--- config.mk ---
export PLATFORM = sky130hd
export DESIGN_NAME = instr_decode_queue
export DESIGN_NICKNAME = d
export VERILOG_FILES = /design/src/rtl/mips_pkg.sv /design/src/rtl/instr_fifo_mem.sv /design/src/rtl/instr_decode_queue.sv
export SDC_FILE = /design/constraint.sdc
export NUM_CORES = 1
export LEC_CHECK = 0
export ABC_AREA = 0
export BUFFER_PORTS_ARGS = -buffer_cell sky130_fd_sc_hd__buf_2
export CELL_PAD_IN_SITES_DETAIL_PLACEMENT = 1
export CELL_PAD_IN_SITES_GLOBAL_PLACEMENT = 1
export CORE_MARGIN = 1.5
export CORE_UTILIZATION = 37
export DETAILED_ROUTE_END_ITERATION = 10
export PLACE_DENSITY = 0.8
export SYNTH_ARGS = -nofsm -noshare
export SYNTH_HDL_FRONTEND = slang
export SYNTH_SLANG_ARGS = --single-unit
export TNS_END_PERCENT = 100
--- constraint.sdc ---
create_clock -name clk -period 11.9 [get_ports clk]
set_input_delay 1.785 -clock clk [delete_from_list [all_inputs] [get_ports clk]]
set_output_delay 1.785 -clock clk [all_outputs]
set_load 0.01 [all_outputs]
--- src/rtl/mips_pkg.sv ---
// MIPS instruction field layout shared by decode-stage blocks.
// Bit positions, the R-type opcode and a one-call field splitter.
package mips_pkg;

    localparam int INSTR_W    = 32;

    localparam int OPC_MSB    = 31;
    localparam int OPC_LSB    = 26;
    localparam int RS_MSB     = 25;
    localparam int RS_LSB     = 21;
    localparam int RT_MSB     = 20;
    localparam int RT_LSB     = 16;
    localparam int RD_MSB     = 15;
    localparam int RD_LSB     = 11;
    localparam int SA_MSB     = 10;
    localparam int SA_LSB     = 6;
    localparam int FUN_MSB    = 5;
    localparam int FUN_LSB    = 0;
    localparam int IMM_MSB    = 15;
    localparam int IMM_LSB    = 0;
    localparam int IINDEX_MSB = 25;
    localparam int IINDEX_LSB = 0;

    localparam logic [5:0] OPC_RTYPE = 6'h00;

    typedef struct packed {
        logic [5:0]  opc;
        logic [4:0]  rs;
        logic [4:0]  rt;
        logic [4:0]  rd;
        logic [4:0]  sa;
        logic [5:0]  fun;
        logic [15:0] imm;
        logic [25:0] iindex;
    } mips_fields_t;

    function automatic mips_fields_t mips_decode(input logic [INSTR_W-1:0] instr);
        mips_fields_t f;
        f.opc    = instr[OPC_MSB:OPC_LSB];
        f.rs     = instr[RS_MSB:RS_LSB];
        f.rt     = instr[RT_MSB:RT_LSB];
        f.rd     = instr[RD_MSB:RD_LSB];
        f.sa     = instr[SA_MSB:SA_LSB];
        f.fun    = instr[FUN_MSB:FUN_LSB];
        f.imm    = instr[IMM_MSB:IMM_LSB];
        f.iindex = instr[IINDEX_MSB:IINDEX_LSB];
        return f;
    endfunction

endpackage

--- src/rtl/instr_fifo_mem.sv ---
// Circular buffer of {instr, pc} entries with read/write pointers and occupancy.
// Flush clears the control state and suppresses any same-cycle push or pop.
module instr_fifo_mem
    import mips_pkg::*;
#(
    parameter int XLEN  = 32,
    parameter int DEPTH = 2
) (
    input  logic                         clk,
    input  logic                         rst,
    input  logic                         flush,
    input  logic                         push,
    input  logic                         pop,
    input  logic [INSTR_W-1:0]           wr_instr,
    input  logic [XLEN-1:0]              wr_pc,
    output logic [INSTR_W-1:0]           rd_instr,
    output logic [XLEN-1:0]              rd_pc,
    output logic [$clog2(DEPTH+1)-1:0]   count,
    output logic                         full,
    output logic                         empty
);

    localparam int PW = $clog2(DEPTH);
    localparam int CW = $clog2(DEPTH+1);
    localparam int EW = INSTR_W + XLEN;
    localparam logic [CW-1:0] DEPTH_C = CW'(DEPTH);

    logic [EW-1:0] mem_q [DEPTH];

    logic [PW-1:0] wr_ptr_q, wr_ptr_d;
    logic [PW-1:0] rd_ptr_q, rd_ptr_d;
    logic [CW-1:0] count_q, count_d;
    logic          push_ok, pop_ok;

    assign full    = (count_q == DEPTH_C);
    assign empty   = (count_q == '0);
    assign count   = count_q;
    // Defensive gating keeps state intact on an illegal push-when-full / pop-when-empty.
    assign push_ok = push && !full;
    assign pop_ok  = pop && !empty;

    assign {rd_instr, rd_pc} = mem_q[rd_ptr_q];

    always_comb begin
        wr_ptr_d = wr_ptr_q;
        rd_ptr_d = rd_ptr_q;
        count_d  = count_q;
        if (flush) begin
            wr_ptr_d = '0;
            rd_ptr_d = '0;
            count_d  = '0;
        end else begin
            if (push_ok) wr_ptr_d = wr_ptr_q + 1'b1;
            if (pop_ok)  rd_ptr_d = rd_ptr_q + 1'b1;
            case ({push_ok, pop_ok})
                2'b10:   count_d = count_q + 1'b1;
                2'b01:   count_d = count_q - 1'b1;
                default: count_d = count_q;
            endcase
        end
    end

    always_ff @(posedge clk) begin
        if (rst) begin
            wr_ptr_q <= '0;
            rd_ptr_q <= '0;
            count_q  <= '0;
        end else begin
            wr_ptr_q <= wr_ptr_d;
            rd_ptr_q <= rd_ptr_d;
            count_q  <= count_d;
        end
    end

    // Storage is data only: never reset, written only on an accepted push.
    always_ff @(posedge clk) begin
        if (!rst && !flush && push_ok) begin
            mem_q[wr_ptr_q] <= {wr_instr, wr_pc};
        end
    end

endmodule

--- src/rtl/instr_decode_queue.sv ---
// Fetch-to-execute instruction queue presenting the head entry split into MIPS fields,
// extended immediates and a jump target; all head outputs read zero while empty.
module instr_decode_queue
    import mips_pkg::*;
#(
    parameter int XLEN  = 32,
    parameter int DEPTH = 2
) (
    input  logic                         clk,
    input  logic                         rst,
    input  logic                         flush,
    input  logic                         in_valid,
    output logic                         in_ready,
    input  logic [31:0]                  in_instr,
    input  logic [XLEN-1:0]              in_pc,
    output logic                         out_valid,
    input  logic                         out_ready,
    output logic [XLEN-1:0]              out_pc,
    output logic [5:0]                   opc,
    output logic [4:0]                   rs,
    output logic [4:0]                   rt,
    output logic [4:0]                   rd,
    output logic [4:0]                   sa,
    output logic [5:0]                   fun,
    output logic [15:0]                  imm,
    output logic [25:0]                  iindex,
    output logic [XLEN-1:0]              imm_sext,
    output logic [XLEN-1:0]              imm_zext,
    output logic [XLEN-1:0]              jtarget,
    output logic                         is_rtype,
    output logic [$clog2(DEPTH+1)-1:0]   count
);

    logic               full, empty;
    logic               push, pop;
    logic [31:0]        head_instr;
    logic [XLEN-1:0]    head_pc;
    logic [XLEN-1:0]    pc_plus4;
    logic [XLEN-1:0]    jt_mask;
    logic [XLEN-1:0]    jt_low;
    mips_fields_t       f;

    // in_ready comes from registered occupancy only, so a full queue never passes through.
    assign in_ready  = !full;
    assign out_valid = !empty;
    assign push      = in_valid && in_ready;
    assign pop       = out_valid && out_ready;

    instr_fifo_mem #(
        .XLEN  (XLEN),
        .DEPTH (DEPTH)
    ) u_mem (
        .clk      (clk),
        .rst      (rst),
        .flush    (flush),
        .push     (push),
        .pop      (pop),
        .wr_instr (in_instr),
        .wr_pc    (in_pc),
        .rd_instr (head_instr),
        .rd_pc    (head_pc),
        .count    (count),
        .full     (full),
        .empty    (empty)
    );

    assign f        = mips_decode(head_instr);
    assign pc_plus4 = head_pc + {{(XLEN-3){1'b0}}, 3'd4};
    // Upper bits of PC+4 select the 256 MB region of the delay slot.
    assign jt_mask  = {{(XLEN-28){1'b1}}, 28'h0};
    assign jt_low   = {{(XLEN-28){1'b0}}, f.iindex, 2'b00};

    always_comb begin
        out_pc   = '0;
        opc      = '0;
        rs       = '0;
        rt       = '0;
        rd       = '0;
        sa       = '0;
        fun      = '0;
        imm      = '0;
        iindex   = '0;
        imm_sext = '0;
        imm_zext = '0;
        jtarget  = '0;
        is_rtype = 1'b0;
        if (out_valid) begin
            out_pc   = head_pc;
            opc      = f.opc;
            rs       = f.rs;
            rt       = f.rt;
            rd       = f.rd;
            sa       = f.sa;
            fun      = f.fun;
            imm      = f.imm;
            iindex   = f.iindex;
            imm_sext = {{(XLEN-16){f.imm[15]}}, f.imm};
            imm_zext = {{(XLEN-16){1'b0}}, f.imm};
            jtarget  = (pc_plus4 & jt_mask) | jt_low;
            is_rtype = (f.opc == OPC_RTYPE);
        end
    end

endmodule

# --- Word level (Yosys, flattened, before mapping) ---
# Memories as Yosys holds them, arrays and structs flattened. A register that Yosys moved wholly into a read port is not among the register bits.
# Index checks and enable logic that the tools add are counted.
op_classes:
  n_reduce_logical: 14
  eq_ne: 3
  n_addsub: 5
  mux: 18
  bitwise: 1
op_table:
  columns: ["operator", "n"]
  rows:
  - ["32-bit two-way mux", 3]
  - ["32-bit by 3-bit adder with 32-bit output (second input constant)", 1]
  - ["16-bit two-way mux", 2]
  - ["32-bit by 28-bit bitwise OR with 32-bit output", 1]
  - ["26-bit two-way mux", 1]
  - ["5-bit two-way mux", 4]
  - ["6-bit two-way mux", 2]
  - ["1-bit logical AND", 6]
  - ["6-bit logical NOT", 1]
  - ["1-bit two-way mux", 5]
  - ["2-bit == test (second input constant)", 2]
  - ["1-bit logical NOT", 4]
  - ["2-bit case mux with 2 select lines", 1]
  - ["1-bit adder (second input constant)", 2]
  - ["2-bit by 1-bit adder with 2-bit output (second input constant)", 1]
  - ["2-bit by 1-bit == test with 1-bit output (second input constant)", 1]
  - ["2-bit logical NOT", 1]
  - ["2-bit nonzero test", 1]
  - ["2-bit OR reduction", 1]
  - ["2-bit by 1-bit subtractor with 2-bit output (second input constant)", 1]
totals:
  register_bits: 4
  mem_bits_rw: 128
  inputBits: 69
  out_inout_bits: 207
  word_cells: 45
  memories: 1
memory_table:
  columns: ["name", "depth", "width", "read_ports", "rd_clocked_by_memory_dff", "wr", "line_no", "text"]
  rows:
  - ["u_mem.mem_q", 2, 64, 1, 1, 1, "instr_fifo_mem.sv:28", "logic [EW-1:0] mem_q [DEPTH];"]

# --- Longest topological paths before layout ---
# Gate-level depths: netlist (run 1).
depth:
  word_depth: 7
  mapped_depth: 8
  ltp_nobuf: 8

# --- Cells and area by module ---
# A second synthesis (run 1) with hierarchy kept.
unflattened:
  cells_unflattened: 464
  area_unflattened_um2: 6495.0
by_module_without_submodules:
  columns: ["mod", "cells_each", "n_inst", "seq_area_each_um2", "area_per_inst_um2"]
  rows:
  - ["instr_fifo_mem", 227, 1, 3943.8, 4833.4]
  - ["instr_decode_queue", 237, 1, 0.0, 1661.6]

# --- Least setup slack after synthesis (run 1) ---
# OpenSTA, ideal clock, no wires.
synth_path:
  path_kind: "input-to-reg"
  from: "input port in_valid"
  to: "memory u_mem.mem_q[1][0] (netlist name), enable pin"
  path_buffers: 0
  arrival_time_ns: 8.492
  required_ns: 11.235
  setup_time_ns: 0.665
  path_slack_ns: 2.743
  path_stages: 2
  cell_sequence: "nand2_1 nor4b_1"
synth_via:
  elab_chain_cells: 5
synth_rtl:
  columns: ["item", "line_no", "text"]
  rows:
  - ["start: declaration", "instr_decode_queue.sv:12", "input logic in_valid,"]
  - ["1-bit logical AND", "instr_decode_queue.sv:46", "assign push = in_valid && in_ready;"]
  - ["1-bit logical AND", "instr_fifo_mem.sv:39", "assign push_ok = push && !full;"]
  - ["1-bit logical AND", "instr_fifo_mem.sv:77", "if (!rst && !flush && push_ok) begin"]
  - ["1-bit two-way mux", "instr_fifo_mem.sv:77", null]
  - ["1-bit two-way mux (not written as such)", "instr_fifo_mem.sv:78", "mem_q[wr_ptr_q] <= {wr_instr, wr_pc};"]
  - ["end: declaration", "instr_fifo_mem.sv:28", null]
# No other way between the ends.

==> summary.txt, run 1 <==
Outcome
  – Status: completed

Worst setup path
  – Worst Reg2Reg Path Length in Cells: 9
  – FF-to-FF End: u_mem.count[1]
  – Crit path max fanout: 49
  – Worst path required time: 10.12 ns
  – R2r startpoint: u_mem.count[1]
  – R2R setup slack: 9.54 ns
  – CP arrival: 3.25 ns
  – Endpoint type of the worst setup path: output pin
  – CP Launch Type: flip-flop
  – WS Path Type: reg -> out

Final layout
  – Layout area overhead: 18.9%
  – Layout cells sized above 1: 0.480
  – Fillers: 1887
  – Ant. Diodes: 0
  – Final #Nets: 703
  – Final instance area: 0.00766 mm²

Routing
  – Antenna Nets Post-Route: 0
  – Highest Signal Layer: met4
  – Routed wire length per instance: 16.8 µm
  – Via count: 3986
  – Total wire length: 14700 µm
  – First-pass iteration count of the detailed router: 4
  – DRC viols: 0
  – WL met2: 8080 µm
  – Routed length on met3: 853 µm
  – WL met1: 5560 µm
  – Vias per inst: 4.58
  – Starting DRT DRC Count: 129

GRT
  – Initial antenna violation count: 0
  – Vias in the first global route: 4106
  – First-pass GRT wire length: 21700 µm
  – Largest net degree at the start of global routing: 70
  – GR Overflow Total: 0
  – Total track usage: 0.158

Power and ir drop
  – Leakage: 3.25 nW
  – Worst vdd ir: 0.0000868 V
  – PwrDens: 154 mW/mm²

Die
  – Height of the chip: 135 µm
  – Core Rows: 48
  – Core Area: 0.0172 mm²
  – Full die area: 0.0182 mm²
  – Die Width: 135 µm
  – # IOs: 276
  – Initial Util: 0.375

Clock network
  – CTS root buffer: clkbuf_16
  – Max Buffers Root-to-Sink: 2
  – CTS tree: done
  – Worst-Skew Late Latency: 0.41 ns
  – Clock Sinks: 133
  – CTS Hold Buffers Added: 0
  – Post-CTS Setup Repair Bufs: 0
  – H-tree Lvls: 4
  – PostCTS Resize Cnt: 0
  – CTS buffer count: 17
  – Clock transition at path regs: 0.05 ns

STA
  – TNS Setup: 0 ns
  – Unrepaired setup endpoints after global routing: no
  – Fin. Hold Viols: 0
  – Max Clk Rate: 199 MHz
  – Final min period: 5.03 ns
  – Crit share post-route: 0.423
  – Slew Viols, Final: 0
  – Slew headroom: 0.359
  – Clock skew: 0.0138 ns
  – Final critical-path setup slack: 6.87 ns
  – Hold_ws: 0.571 ns
  – Slew of the pin with the lowest slew margin: 0.958 ns
  – Final setup viols: 0

Synth
  – Post-Syn Area: 0.00644 mm²
  – Post-synth top cells: buf_4 (134), edfxtp_1 (128), nor2_1 (65)
  – Cell with the most instances after synthesis: buf_4
  – Area leader, netlist: edfxtp_1
  – Synth async-reset ratio: 0
  – Yosys Warn Count: 0
  – Top cells by area, synth: edfxtp_1 (60%), buf_4 (16%), mux2i_1 (9.3%)
  – Avg Inst Size Synth: 13.3 µm²
  – Yosys cell types: 39
  – Post-synthesis sequential area ratio: 0.613
  – Share of Yosys cell area claimed by the top area cell type: 0.597
  – Post-synth EDFFs: 128
  – Synth Instances: 484
  – Top_reg_cell synth: edfxtp_1
  – Seq cells post-synth: 133

Min path
  – Class of the worst hold path: reg -> reg
  – Hold endpoint: u_mem.rd_ptr_q
  – Worst hold start: u_mem.rd_ptr_q
  – Hold path depth: 2

Place
  – Placed cell area: 0.00703 mm²
  – Global placement routability congestion: 0.739
  – Post-Place Setup Slack: 7.21 ns
  – Post-DP HPWL: 10600 µm
  – IO buf count: 257

Run
  – # Max-Cap Violations: 0
metal layers:
layer / vias up / GRT usage
li1: 1861 / -
met1: 1954 / 0.168
met2: 157 / 0.293
met3: 14 / 0.0469
met4: 0 / 0.0633
met5: - / 0
power breakdown:
group / internal, W / switching, W
Combinational: 0.0000426 / 0.0000699
Clock: 0.000357 / 0.000182
Sequential: 0.000524 / 0.00000535
Total: 0.000924 / 0.000258
worst max-delay path by stage:
stage	slack, ns	startpoint	end	cells after the start
3_5_place_dp	7.21	flip-flop	jtarget[31]	7
6_report	6.87	flip-flop	jtarget[31]	7
2_1_floorplan	2.74	in_valid	u_mem.mem_q[1][0]	2
3_3_place_gp	7.34	flip-flop	jtarget[31]	7
5_1_grt	6.61	flip-flop	jtarget[31]	7
4_1_cts	6.76	flip-flop	jtarget[31]	7
logic make-up after synthesis:
family | synth area share
mux | 0.0972
xor+xnor | 0.00680
buf+inv | 0.172
compound gates | 0.0200
simple gates | 0.0888
flops | 0.613
other cells | 0.000582
fa+ha+maj | 0.00194
cell usage in the layout (no fill, tap or decap), types with 2 or more instances in the layout:
cell,instances
nand2b_1,4
nor3_2,3
nand2_1,13
and2_1,2
nand3_1,3
buf_2,257
edfxtp_1,128
dfxtp_1,4
clkbuf_1,2
clkinvlp_4,3
conb_1,18
nor3_1,14
clkbuf_16,17
o31a_1,2
buf_4,6
o21ai_1,2
clkbuf_8,5
nand4_1,5
xnor2_1,3
xor2_1,2
clkinv_2,2
bufinv_16,3
mux2i_1,60
a21oi_1,5
nor2_1,64
final cells by class:
type / instances / area (µm²) / share of cell area
well taps: 225 / 282 / 0.0368
repair buffers: 263 / 1330 / 0.174
multi-input cells: 217 / 1470 / 0.192
clock buffers: 24 / 502 / 0.0655
clock inverters: 8 / 123 / 0.0160
inverters: 1 / 3.75 / 0.000490
flip-flops and latches: 133 / 3950 / 0.515
worst max-delay path, stage by stage, from the launching register on:
cell	delay (ns)
dfxtp_4	0.67
buf_4	0.69
nand2_1	0.20
nor3_2	0.29
o211ai_4	0.17
nor4_4	0.32
mux2_1	0.34
buf_2	0.14
sequential cells by signal, summed over array words and instances (netlist names), named ones only:
name	count
u_mem.wr_ptr_q	1
u_mem.count	2
u_mem.rd_ptr_q	1
u_mem.mem_q	128
stage by stage:
stage                     std cells  total power, W   util
after floorplan                 501        0.000629      -
after global placement          839        0.000649  0.410
after detailed placement        839        0.000653  0.410
after CTS                       871         0.00120  0.446
after global routing            871         0.00123  0.446
final                           871         0.00118  0.446
Note: power is estimated with default switching activity, not from simulation.
==> inputs of run 2 (changes only) <==
Clock period 11.9 ns to 4.87 ns, I/O delays scaled along.
==> run 2 against run 1 <==
Effect of this change: power rose by 150%; sequential cell count is the same; clock power increased to 2.6 times the previous value; sequential share of layout area fell by 0.21 points; combinational power grew 140%; critical path depth down 1; routed wire length fell by 0.98%; non-clock buffer count unchanged; clock skew is 0.0070 ns lower; count of clock-buffer cells in the layout shrank 6; register-to-register slack got worse by 6.9 ns; design area increased by 0.41%.
==> summary.txt, run 2 (synthesis gave the netlist of run 1 again) <==
Outcome
  – Status: completed (unchanged)

Place
  – Post-DP HPWL: 10300 µm (was 10600 µm)
  – Global placement routability congestion: 0.794 (was 0.739)
  – Post-placement cell count: 839 (unchanged)
  – IO buf count: 257 (unchanged)

Die
  – Die Width: 135 µm (unchanged)
  – Initial Util: 0.375 (unchanged)
  – Core Area: 0.0172 mm² (unchanged)
  – Core Rows: 48 (unchanged)
  – # IOs: 276 (unchanged)
  – Height of the chip: 135 µm (unchanged)
  – Full die area: 0.0182 mm² (unchanged)

Final layout
  – Ant. Diodes: 0 (unchanged)
  – Layout area overhead: 19.4% (was 18.9%)
  – Fillers: 1872 (was 1887)
  – Final #Nets: 703 (unchanged)
  – Most frequent cells in the layout: buf_2 (257), edfxtp_1 (128), nor2_1 (64) (unchanged)
  – Most common cell after layout, fill and taps aside: buf_2 (unchanged)
  – Max FFs per register: 128 (unchanged)
  – Layout Cells excl Fill: 871 (unchanged)
  – Layout cells sized above 1: 0.480 (unchanged)
  – Register bank with the most flops: u_mem.mem_q (unchanged)

Worst setup path
  – Worst path required time: 4.14 ns (was 10.12 ns)
  – R2R setup slack: 2.65 ns (was 9.54 ns)
  – FF-to-FF End: u_mem.mem_q[1][60] (was u_mem.count[1])
  – WS Path Type: reg -> out (unchanged)
  – CP arrival: 2.69 ns (was 3.25 ns)
  – Worst Reg2Reg Path Length in Cells: 4 (was 9)
  – Critical path capture point: jtarget[31] (unchanged)
  – R2r startpoint: u_mem.count[0] (was u_mem.count[1])
  – CP Launch Type: flip-flop (unchanged)
  – Endpoint type of the worst setup path: output pin (unchanged)
  – Crit path max fanout: 46 (was 49)

Clock network
  – CTS tree: done (unchanged)
  – PostCTS Resize Cnt: 0 (unchanged)
  – Post-CTS Setup Repair Bufs: 0 (unchanged)
  – Clock transition at path regs: 0.06 ns (was 0.05 ns)
  – H-tree Lvls: 4 (unchanged)
  – CTS buffer count: 17 (unchanged)
  – Worst-Skew Late Latency: 0.42 ns (was 0.41 ns)
  – Max Buffers Root-to-Sink: 2 (unchanged)
  – CTS Hold Buffers Added: 0 (unchanged)
  – CTS root buffer: clkbuf_16 (unchanged)
  – Clock Sinks: 133 (unchanged)

GRT
  – Initial antenna violation count: 1 (was 0)
  – GR Overflow Total: 0 (unchanged)
  – Total track usage: 0.156 (was 0.158)
  – First-pass GRT wire length: 21200 µm (was 21700 µm)
  – Largest net degree at the start of global routing: 65 (was 70)
  – Vias in the first global route: 3961 (was 4106)

STA
  – TNS Setup: 0 ns (unchanged)
  – Unrepaired setup endpoints after global routing: no (unchanged)
  – Clock skew: 0.00677 ns (was 0.0138 ns)
  – Fin. Hold Viols: 0 (unchanged)
  – Hold_ws: 0.497 ns (was 0.571 ns)
  – Final min period: 3.42 ns
  – Slew Viols, Final: 0 (unchanged)
  – Final setup viols: 0 (unchanged)
  – Slew of the pin with the lowest slew margin: 0.906 ns (was 0.958 ns)
  – Max Clk Rate: 292 MHz
  – Crit share post-route: 0.703
  – Slew headroom: 0.394 (was 0.359)

Routing
  – Total wire length: 14500 µm (was 14700 µm)
  – DRC viols: 0 (unchanged)
  – Via count: 3944 (was 3986)
  – Vias per inst: 4.53 (was 4.58)
  – Starting DRT DRC Count: 130 (was 129)
  – Antenna Nets Post-Route: 0 (unchanged)
  – Routed wire length per instance: 16.7 µm (was 16.8 µm)
  – First-pass iteration count of the detailed router: 4 (unchanged)

Power and ir drop
  – Leakage: 3.25 nW (about the same)
  – Worst vdd ir: 0.000229 V (was 0.0000868 V)
  – PwrDens: 383 mW/mm² (was 154 mW/mm²)

Min path
  – Class of the worst hold path: in -> reg (was reg -> reg)

Run
  – # Max-Cap Violations: 0 (unchanged)
==> run 2: how the worst min path moves through the flow <==
stage | end | slack, ns | start | cells after the start
2_1_floorplan | flip-flop | 0.52 | u_mem.rd_ptr_q | 2
3_3_place_gp | flip-flop | 0.53 | u_mem.rd_ptr_q | 2
3_5_place_dp | u_mem.rd_ptr_q | 0.56 | u_mem.rd_ptr_q | 2
4_1_cts | u_mem.mem_q[1][5] | 0.48 | in_pc[5] | 1
5_1_grt | u_mem.mem_q[0][55] | 0.48 | in_instr[23] | 1
6_report | u_mem.mem_q[1][58] | 0.50 | in_instr[26] | 1
==> run 2: through the flow <==
stage                     utilization  instance area [µm²]  worst slack (ns)  total power (W)
after floorplan                     -                 6530              1.43          0.00153
after global placement          0.411                 7050              1.91          0.00159
after detailed placement        0.411                 7050              1.82          0.00160
after CTS                       0.448                 7690              1.36          0.00298
after global routing            0.448                 7690              1.22          0.00305
final                           0.448                 7690              1.45          0.00295
==> run 2: final cells by class <==
type                            count  area (µm²)  area share
Timing Repair Buffer              263        1330       0.173
Tap cell                          225         282      0.0366
Sequential cell                   133        3950       0.513
Inverter                            1        3.75    0.000488
Multi-Input combinational cell    217        1490       0.193
Clock inverter                     14         209      0.0272
Clock buffer                       18         429      0.0558
==> run 2: critical path, stage by stage (launching register included) <==
cell and delay, ns:
dfxtp_4 0.82, nand2_1 0.20, nor3_2 0.28, o211ai_4 0.17, nor4_4 0.31, mux2_1 0.35, buf_2 0.14
==> run 2: power by group <==
| part | internal (W) | leakage, nW | switching (W) |
|---|---|---|---|
| Clock | 0.000904 | 0.303 | 0.000473 |
| Sequential | 0.00128 | 1.20 | 0.0000145 |
| Combinational | 0.000105 | 1.75 | 0.000170 |
| Total | 0.00229 | 3.25 | 0.000657 |
==> run 2: layer usage <==
metal | part of all wire | vias up | track usage
li1 | - | 1859 | -
met1 | 0.39 | 1900 | 0.173
met2 | 0.53 | 164 | 0.281
met3 | 0.061 | 21 | 0.0473
met4 | 0.016 | 0 | 0.0621
met5 | 0 | - | 0
==> inputs of run 3 (changes only) <==
Settings changed: CORE_UTILIZATION 37 to 33, PLACE_DENSITY 0.8 to 0.76.
Clock period 4.87 ns to 2.9 ns, I/O delays scaled along.
==> run 3 against run 2 <==
Effect of this change: critical path type unchanged; critical path depth did not move; sequential cell count unchanged; register-to-register slack lost 1.9 ns; clock skew is 0.0018 ns higher; largest power group is now registers; die area grew 12%.
==> summary.txt, run 3 (synthesis gave the netlist of run 1 again) <==
Power and ir drop
  – Clk pwr share: 0.442 (was 0.467)
  – PwrDens: 612 mW/mm² (was 383 mW/mm²)
  – Sw Pwr: 0.00115 W (was 0.000657 W)
  – Leakage: 3.27 nW (was 3.25 nW)
  – Flop pwr share: 0.456 (was 0.440)
  – Power share of the combinational group: 0.102 (was 0.093)
  – Worst vdd ir: 0.000387 V (was 0.000229 V)
  – Pint: 0.00361 W (was 0.00229 W)
  – Sw frac: 0.242 (was 0.223)

Worst setup path
  – R2r startpoint: u_mem.count[1] (was u_mem.count[0])
  – Crit path max fanout: 15 (was 46)
  – CP max-delay cell: dfxtp_4 (unchanged)
  – FF-to-FF End: u_mem.count[1] (was u_mem.mem_q[1][60])
  – CP delay by family, top: compound AO/OA/AOI/OAI gates (was flip-flops)
  – Worst Reg2Reg Path Length in Cells: 8 (was 4)
  – Crit path largest cell delay: 0.41 ns (was 0.82 ns)
  – Worst Path Buf+Inv: 2 (was 1)
  – CP Launch Type: flip-flop (unchanged)
  – R2R setup slack: 0.74 ns (was 2.65 ns)
  – Endpoint type of the worst setup path: output pin (unchanged)
  – Cell breakdown of the critical path: buf_8 > o21ai_1 > o211ai_4 > nor4_4 > mux2_1 > buf_2 (was nand2_1 > nor3_2 > o211ai_4 > nor4_4 > mux2_1 > buf_2)
  – CP arrival: 2.31 ns (was 2.69 ns)
  – Worst path required time: 2.47 ns (was 4.14 ns)
  – WS Path Type: reg -> out (unchanged)

STA
  – Final min period: 2.75 ns
  – Slew of the pin with the lowest slew margin: 0.574 ns (was 0.906 ns)
  – Clock skew: 0.00857 ns (was 0.00677 ns)
  – Slew headroom: 0.617 (was 0.394)
  – Max Clk Rate: 364 MHz
  – Unrepaired setup endpoints after global routing: no (unchanged)
  – Final setup viols: 0 (unchanged)
  – Fin. Hold Viols: 0 (unchanged)
  – Slew Viols, Final: 0 (unchanged)
  – TNS Setup: 0 ns (unchanged)
  – Crit share post-route: 0.947

GRT
  – Initial antenna violation count: 0 (was 1)
  – Total track usage: 0.152 (was 0.156)
  – Vias in the first global route: 4303 (was 3961)
  – GR Overflow Total: 0 (unchanged)
  – Largest net degree at the start of global routing: 57 (was 65)
  – First-pass GRT wire length: 22900 µm (was 21200 µm)

Clock network
  – Max Buffers Root-to-Sink: 2 (unchanged)
  – CTS buffer count: 17 (unchanged)
  – CTS root buffer: clkbuf_16 (unchanged)
  – H-tree Lvls: 4 (unchanged)
  – CTS Hold Buffers Added: 0 (unchanged)
  – CTS tree: done (unchanged)
  – Clock Sinks: 133 (unchanged)
  – Worst-Skew Late Latency: 0.41 ns (was 0.42 ns)
  – Clock transition at path regs: 0.06 ns (about the same)

Die
  – Height of the chip: 143 µm (was 135 µm)
  – Die Width: 143 µm (was 135 µm)
  – Core Area: 0.0189 mm² (was 0.0172 mm²)
  – # IOs: 276 (unchanged)
  – Core Rows: 50 (was 48)
  – Full die area: 0.0204 mm² (was 0.0182 mm²)
  – Initial Util: 0.341 (was 0.375)

Routing
  – Total wire length: 15500 µm (was 14500 µm)
  – Routed wire length per instance: 16.9 µm (was 16.7 µm)
  – DRC viols: 0 (unchanged)
  – Starting DRT DRC Count: 96 (was 130)
  – First-pass iteration count of the detailed router: 4 (unchanged)
  – Antenna Nets Post-Route: 0 (unchanged)
  – Vias per inst: 4.49 (was 4.53)
  – Via count: 4099 (was 3944)

Min path
  – Worst hold start: in_pc[0] (was in_instr[26])
  – Hold path depth: 1 (unchanged)
  – Class of the worst hold path: in -> reg (unchanged)
  – Hold endpoint: u_mem.mem_q[0][0] (was u_mem.mem_q[1][58])

Run
  – # Max-Cap Violations: 0 (unchanged)

Place
  – IO buf count: 257 (unchanged)
  – Placed cell area: 0.00717 mm² (was 0.00705 mm²)
  – Global placement routability congestion: 0.727 (was 0.794)
  – Post-DP HPWL: 11200 µm (was 10300 µm)

Final layout
  – Layout cells sized above 1: 0.493 (was 0.480)
  – Fillers: 2096 (was 1872)
  – Multi-input gate area: 0.00151 mm² (was 0.00149 mm²)
  – Ant. Diodes: 0 (unchanged)
  – Register bank with the most flops: u_mem.mem_q (unchanged)
  – Max FFs per register: 128 (unchanged)
  – Most frequent cells in the layout: buf_2 (257), edfxtp_1 (128), nor2_1 (63) (was buf_2 (257), edfxtp_1 (128), nor2_1 (64))
  – Final #Nets: 710 (was 703)
  – Sequential Area: 0.00395 mm² (about the same)
  – Layout area overhead: 20.7% (was 19.4%)
  – Final instance area: 0.00777 mm² (was 0.00769 mm²)
  – Most common cell after layout, fill and taps aside: buf_2 (unchanged)

Outcome
  – Status: completed (unchanged)
==> run 3: changes by cell type in the layout (fill, tap and decap cells not counted), sizes merged <==
| cell | previous run | this run |
|---|---|---|
| clkinv | 6 | 7 |
| buf | 263 | 270 |
| inv | 1 | 3 |
| bufinv | 5 | 2 |
==> run 3: cell type report <==
cell class                 count  share of cell area
sequential                   133               0.508
multi-input combinational    217               0.194
timing repair buffer         270               0.181
clock buffer                  18              0.0552
tap                          260              0.0419
clock inverter                14              0.0198
inverter                       1            0.000483
==> run 3: worst max-delay path by stage <==
stage,start,to,cells past startpoint
floorplan,u_mem.count[0],u_mem.mem_q[1][0],3
global placement,flip-flop,jtarget[31],7
detailed placement,flip-flop,imm_sext[25],4
CTS,flip-flop,jtarget[29],6
global route,flip-flop,jtarget[30],6
finish,flip-flop,jtarget[31],6
==> run 3: stage by stage <==
step / std cells / hold WS, ns / power [W] / util / worst slack, ns
after global routing: 913 / 0.191 / 0.00495 / 0.411 / 0.0171
final: 913 / 0.211 / 0.00476 / 0.411 / 0.155
after CTS: 913 / 0.190 / 0.00483 / 0.411 / 0.115
after floorplan: 501 / 0.502 / 0.00258 / - / -0.292
after global placement: 880 / 0.536 / 0.00269 / 0.380 / 0.458
after detailed placement: 880 / 0.562 / 0.00270 / 0.380 / 0.265
==> run 3: timing repair <==
action | in CTS | in global routing
setup buffers | 1 | 0
endpoints found under the setup margin | 25 | 0
gates resized for setup | 1 | 0
==> run 3: metal layers <==
layer | wire (µm) | track usage
met4 | 250 | 0.0537
met5 | 0 | 0
met3 | 955 | 0.0359
met1 | 5940 | 0.166
met2 | 8330 | 0.284
==> run 3: power by group through the flow <==
stage | Combinational, W | Sequential (W) | Clock [W]
6_report | 0.000485 | 0.00217 | 0.00210
5_1_grt | 0.000531 | 0.00217 | 0.00225
4_1_cts | 0.000497 | 0.00217 | 0.00216
3_5_place_dp | 0.000492 | 0.00221 | 0
3_3_place_gp | 0.000479 | 0.00221 | 0
2_1_floorplan | 0.000373 | 0.00221 | 0
